**src/rtl/ps2_pkg.sv**
```systemverilog
// Shared constants and encodings for the PS/2 scancode-set-2 key tracker.
package ps2_pkg;

  localparam logic [7:0] PS2_EXT = 8'hE0;
  localparam logic [7:0] PS2_BRK = 8'hF0;

  typedef enum logic [1:0] {
    ST_IDLE    = 2'd0,
    ST_EXT     = 2'd1,
    ST_BRK     = 2'd2,
    ST_EXT_BRK = 2'd3
  } ps2_state_t;

  typedef enum logic {
    DIR_FWD = 1'b0,
    DIR_REV = 1'b1
  } ps2_dir_t;

  localparam logic [1:0] ACC_NONE = 2'b00;
  localparam logic [1:0] ACC_FWD  = 2'b10;
  localparam logic [1:0] ACC_REV  = 2'b01;

endpackage

```
**src/rtl/ps2_prefix_timer.sv**
```systemverilog
// Idle-cycle watchdog for a partially received prefix sequence.
// expire is high in the cycle the count would reach TIMEOUT_CYCLES-1 with no clear.
module ps2_prefix_timer #(
  parameter int TIMEOUT_CYCLES = 50000
) (
  input  logic CLOCK_50,
  input  logic reset,
  input  logic clear,
  input  logic enable,
  output logic expire
);

  localparam int CW = (TIMEOUT_CYCLES > 2) ? $clog2(TIMEOUT_CYCLES) : 1;
  localparam logic [CW-1:0] LAST_COUNT = CW'(TIMEOUT_CYCLES - 2);

  logic [CW-1:0] count_r;

  // Expiry detect: a clear in the same cycle always suppresses it.
  always_comb begin
    expire = 1'b0;
    if (enable && !clear && (count_r == LAST_COUNT)) begin
      expire = 1'b1;
    end else begin
      expire = 1'b0;
    end
  end

  // Idle counter, restarted by any clear or by its own expiry.
  always_ff @(posedge CLOCK_50) begin
    if (reset) begin
      count_r <= {CW{1'b0}};
    end else if (clear || expire) begin
      count_r <= {CW{1'b0}};
    end else if (enable) begin
      count_r <= count_r + CW'(1);
    end else begin
      count_r <= count_r;
    end
  end

endmodule

```
**src/rtl/ps2_key_tracker.sv**
```systemverilog
// PS/2 set-2 decoder tracking make/break state of NUM_KEYS keys (E0-aware),
// with press/release pulses and a recency-resolved forward/reverse accel command.
module ps2_key_tracker
  import ps2_pkg::*;
#(
  parameter int                        NUM_KEYS       = 4,
  parameter logic [8*NUM_KEYS-1:0]     KEY_CODES      = {8'h74, 8'h6B, 8'h72, 8'h73},
  parameter logic [NUM_KEYS-1:0]       KEY_EXT        = 4'b0000,
  parameter int                        FWD_IDX        = 0,
  parameter int                        REV_IDX        = 1,
  parameter int                        TIMEOUT_CYCLES = 50000
) (
  input  logic                CLOCK_50,
  input  logic                reset,
  input  logic [7:0]          ps2_data,
  input  logic                ps2_data_en,
  output logic [NUM_KEYS-1:0] key_held,
  output logic [NUM_KEYS-1:0] key_press,
  output logic [NUM_KEYS-1:0] key_release,
  output logic [1:0]          accel,
  output logic                protocol_err
);

  ps2_state_t          state_r, state_s;
  ps2_dir_t            dir_r, dir_s;
  logic                make_s, brk_s, ext_s, err_s, expire_s;
  logic [NUM_KEYS-1:0] match_s, hit_s, held_s, press_s, release_s;
  logic [1:0]          accel_s;

  ps2_prefix_timer #(.TIMEOUT_CYCLES(TIMEOUT_CYCLES)) u_timer (
    .CLOCK_50 (CLOCK_50),
    .reset    (reset),
    .clear    (ps2_data_en || (state_r == ST_IDLE)),
    .enable   (state_r != ST_IDLE),
    .expire   (expire_s)
  );

  // Prefix FSM: classifies each byte as make/break (plain or extended) or error.
  always_comb begin
    state_s = state_r;
    make_s  = 1'b0;
    brk_s   = 1'b0;
    ext_s   = 1'b0;
    err_s   = 1'b0;
    if (ps2_data_en) begin
      case (state_r)
        ST_IDLE: begin
          if (ps2_data == PS2_EXT)      state_s = ST_EXT;
          else if (ps2_data == PS2_BRK) state_s = ST_BRK;
          else                          make_s  = 1'b1;
        end
        ST_EXT: begin
          if (ps2_data == PS2_BRK) begin
            state_s = ST_EXT_BRK;
          end else if (ps2_data == PS2_EXT) begin
            err_s = 1'b1;
          end else begin
            make_s  = 1'b1;
            ext_s   = 1'b1;
            state_s = ST_IDLE;
          end
        end
        ST_BRK, ST_EXT_BRK: begin
          state_s = ST_IDLE;
          ext_s   = (state_r == ST_EXT_BRK);
          if ((ps2_data == PS2_BRK) || (ps2_data == PS2_EXT)) err_s = 1'b1;
          else                                                brk_s = 1'b1;
        end
        default: state_s = ST_IDLE;
      endcase
    end else if (expire_s) begin
      err_s   = 1'b1;
      state_s = ST_IDLE;
    end else begin
      state_s = state_r;
    end
  end

  // Per-key match; the lowest-index match is isolated below.
  for (genvar i = 0; i < NUM_KEYS; i++) begin : g_key
    assign match_s[i]   = (ps2_data == KEY_CODES[8*i +: 8]) && (ext_s == KEY_EXT[i]);
    assign held_s[i]    = (hit_s[i] && make_s) ? 1'b1 :
                          (hit_s[i] && brk_s)  ? 1'b0 : key_held[i];
    assign press_s[i]   = hit_s[i] && make_s && !key_held[i];
    assign release_s[i] = hit_s[i] && brk_s && key_held[i];
  end

  assign hit_s = match_s & (~match_s + NUM_KEYS'(1));

  // Direction recency and accel command, from next-state held bits.
  always_comb begin
    dir_s = dir_r;
    if (make_s && hit_s[FWD_IDX])      dir_s = DIR_FWD;
    else if (make_s && hit_s[REV_IDX]) dir_s = DIR_REV;
    else                               dir_s = dir_r;
    if (held_s[FWD_IDX] && (!held_s[REV_IDX] || (dir_s == DIR_FWD)))      accel_s = ACC_FWD;
    else if (held_s[REV_IDX] && (!held_s[FWD_IDX] || (dir_s == DIR_REV))) accel_s = ACC_REV;
    else                                                                 accel_s = ACC_NONE;
  end

  // Output and state registers.
  always_ff @(posedge CLOCK_50) begin
    if (reset) begin
      state_r      <= ST_IDLE;
      dir_r        <= DIR_FWD;
      key_held     <= {NUM_KEYS{1'b0}};
      key_press    <= {NUM_KEYS{1'b0}};
      key_release  <= {NUM_KEYS{1'b0}};
      accel        <= ACC_NONE;
      protocol_err <= 1'b0;
    end else begin
      state_r      <= state_s;
      dir_r        <= dir_s;
      key_held     <= held_s;
      key_press    <= press_s;
      key_release  <= release_s;
      accel        <= accel_s;
      protocol_err <= err_s;
    end
  end

endmodule

```
**config.mk**
```make
export PLATFORM = sky130hd
export DESIGN_NAME = ps2_key_tracker
export DESIGN_NICKNAME = d
export VERILOG_FILES = /design/src/rtl/ps2_pkg.sv /design/src/rtl/ps2_prefix_timer.sv /design/src/rtl/ps2_key_tracker.sv
export SDC_FILE = /design/constraint.sdc
export NUM_CORES = 1
export LEC_CHECK = 0
export ABC_AREA = 1
export BUFFER_PORTS_ARGS = -buffer_cell sky130_fd_sc_hd__buf_2
export CAP_MARGIN = 20
export CORE_UTILIZATION = 58
export CTS_CLUSTER_DIAMETER = 50
export DETAILED_ROUTE_END_ITERATION = 12
export GPL_ROUTABILITY_DRIVEN = 0
export PLACE_DENSITY = 0.93
export SLEW_MARGIN = 15
export SYNTH_ARGS = -nofsm -noshare
export SYNTH_HDL_FRONTEND = slang
export SYNTH_SLANG_ARGS = --single-unit
```
**constraint.sdc**
```tcl
create_clock -name CLOCK_50 -period 2.4 [get_ports CLOCK_50]
set_input_delay 0.72 -clock CLOCK_50 [delete_from_list [all_inputs] [get_ports CLOCK_50]]
set_output_delay 0.72 -clock CLOCK_50 [all_outputs]
set_load 0.005 [all_outputs]
```
==> results.toml <==
[synth]
synth-seq-cells = 34
synth_seq_area_share = 0.415
netlist_area_um2 = 1640
synthCells = 223
yosys-top-cells-area = "dfxtp_1, nand2_1, nor2_1"
synth_area_leader_cell = "dfxtp_1"
syn_avg_cell_area_um2 = 7.36
synth_top_cell_area_share = 0.415
syn_nets = 236
yosys_warnings = 0
yosys.cell_types.count = 30

[critical_path]
crit_end = "u_timer.count_r[12]"
cp-end-kind = "register"
r2r_setup_slack_ns = 0.67
startpoint = "state_r[1]"
reg2regPathDepth = 5
r2r_start = "state_r[1]"
worst_setup_path_start_kind = "register"
path_class = "register to register"
critPathMaxFanout = 16
cp.arrival_ns = 1.99
reg2reg_to = "u_timer.count_r[12]"
cp.required_ns = 2.66

[timing]
fin_tns_setup_ns = 0
max_freq_ghz = 0.578
skew_ns = 0.00642
hold_viol = 0
slew_headroom = 0.657
worstMarginPinSlew_ns = 0.514
slew_viol_final = 0
setup_viol = 0
fin_crit_ns = 1.73
rsz0062_at_grt = "false"
timing.final.crit_share = 0.721

[finish]
areaGrowthSynthToFinish_pct = 12.8
drive_gt1_frac = 0.205
multi_input_area_um2 = 847
antenna_cells = 0
final_nets = 266
nFillCells = 217
register_area_um2 = 681

[clock_tree]
cts_root_buf = "clkbuf_4"
cts.clk_slew.worst_paths_ns = 0.10
cts_buffer_depth = 2
postCtsHoldBufs = 0
h-tree-depth = 2
cts.sinks = 34
cts_tree = "built"
worstSkewPairLatency_ns = 0.34
post_cts_buffers = 0
ctsResizeCount = 0
numCtsBuffers = 5

[floorplan]
io_pins = 26
die_h_um = 55.2
die_width_um = 55.2
die_area_um2 = 3050
initial_core_util = 0.639
num_rows = 18
core_area_um2 = 2570

[placed_design]
io_buffers = 25
dp_hpwl_um = 2350

[drt]
drc_errors = 0
ant_nets = 0
drt_iter0_drc = 48
wl_um = 3120
viasPerCell = 5.30
vias = 1505
drt_pass1_iterations = 4
post_drt_wl_per_cell_um = 11.0

[min_path]
whs_path_depth = 1
hold_class = "register to register"

[global_routing]
antenna_found_initial = 0
grt_pass1_vias = 1405
grt_max_degree = 17
grt_use_total = 0.233
grt_remaining_overflow = 0
grt_pass1_wl_um = 5660

[pwr]
p_leak_nw = 0.776
power.density_nw_per_um2 = 525
ir_drop_mv = 0.507
total_power_w = 0.000972

[run]
drv_cap = 0

[run_status]
status = "finished clean"
[cells by family after synthesis]
logic type                 count (synthesis)  synth area share
AOI/OAI and AO/OA                         17            0.0579
xor gates and xnor gates                   6            0.0320
buffers and inverters                     28            0.0694
DFF                                       34             0.415
adders and majority gates                  2            0.0152
and+or+nand+nor                          136             0.411
[flip-flops by register name (all words and copies together), names as in the netlist]
register         count
u_timer.count_r     16
protocol_err         1
dir_r                1
key_held             4
accel                2
state_r              2
key_press            4
key_release          4
[final cells by class]
type	count	share of cell area
flip-flops and latches	34	0.368
well taps	30	0.0203
repair buffers	26	0.0716
clock inverters	1	0.00270
clock buffers	7	0.0297
inverters	25	0.0507
multi-input cells	161	0.457
[stage by stage]
step | worst slack [ns] | hold WS [ns] | instances | utilization | instance area (um2)
floorplan | 0.652 | 0.440 | 223 | - | 1640
CTS | 0.676 | 0.465 | 284 | 0.721 | 1850
finish | 0.670 | 0.463 | 284 | 0.721 | 1850
global placement | 0.438 | 0.445 | 276 | 0.698 | 1790
global route | 0.507 | 0.514 | 284 | 0.721 | 1850
detailed placement | 0.377 | 0.444 | 276 | 0.698 | 1790
[power breakdown]
group | leakage (nW) | internal (W) | switching (W) | total, W
logic | 0.467 | 0.0000226 | 0.0000522 | 0.0000748
registers | 0.274 | 0.000567 | 0.00000488 | 0.000572
clock network | 0.0353 | 0.000142 | 0.000183 | 0.000325
total | 0.776 | 0.000732 | 0.000241 | 0.000972
[worst min-delay path by stage]
| stage | start | to | slack [ns] |
|---|---|---|---|
| after detailed placement | key_held[3] | key_press[3] | 0.44 |
| after global placement | key_held[2] | key_press[2] | 0.44 |
| after global routing | key_held[3] | key_press[3] | 0.51 |
| final | key_held[3] | key_press[3] | 0.46 |
| after floorplan | key_held[2] | key_press[2] | 0.44 |
| after CTS | key_held[3] | key_press[3] | 0.46 |
[Yosys cell counts (all sizes together)]
master	number
nor3b	1
o21ai	2
xnor2	2
inv	25
buf	3
nor3	12
a21oi	13
a31oi	2
ha	2
nor2	33
or2	3
nand4	6
nor4	6
nand3	19
dfxtp	34
nand2	56
xor2	4
[metal layers]
metal,track usage,vias up,wire (um)
met2,0.356,49,1310
li1,-,782,-
met1,0.300,663,1530
met3,0.0656,11,181
met4,0.118,0,92
met5,0,-,0
[layout by cell type, fill, tap and decap left out]
cell / count
a31oi_1: 2
nand4_1: 6
dfxtp_1: 34
nor2_1: 28
a21oi_2: 2
nor3_2: 1
a21oi_1: 11
ha_1: 2
inv_2: 1
nand2_2: 2
nand2_4: 1
xor2_1: 4
or2_0: 3
nor4_4: 1
clkbuf_8: 1
clkbuf_1: 1
buf_4: 1
nor4_2: 1
nor3b_2: 1
buf_2: 25
nand3_2: 3
o21ai_1: 1
clkinv_2: 1
nor2_2: 5
xnor2_1: 2
nand3_1: 15
inv_1: 24
nor4_1: 4
clkbuf_4: 5
nor3_1: 11
o21ai_0: 1
nand3_4: 1
nand2_1: 53
[worst max-delay path, cell delays in order (launching register included)]
cell and delay, ns:
dfxtp_1 0.37, nor2_2 0.42, nor2_2 0.09, nand4_1 0.17, nand3_2 0.32, nor3_1 0.28
No activity file was read; power rests on OpenSTA's default activity.
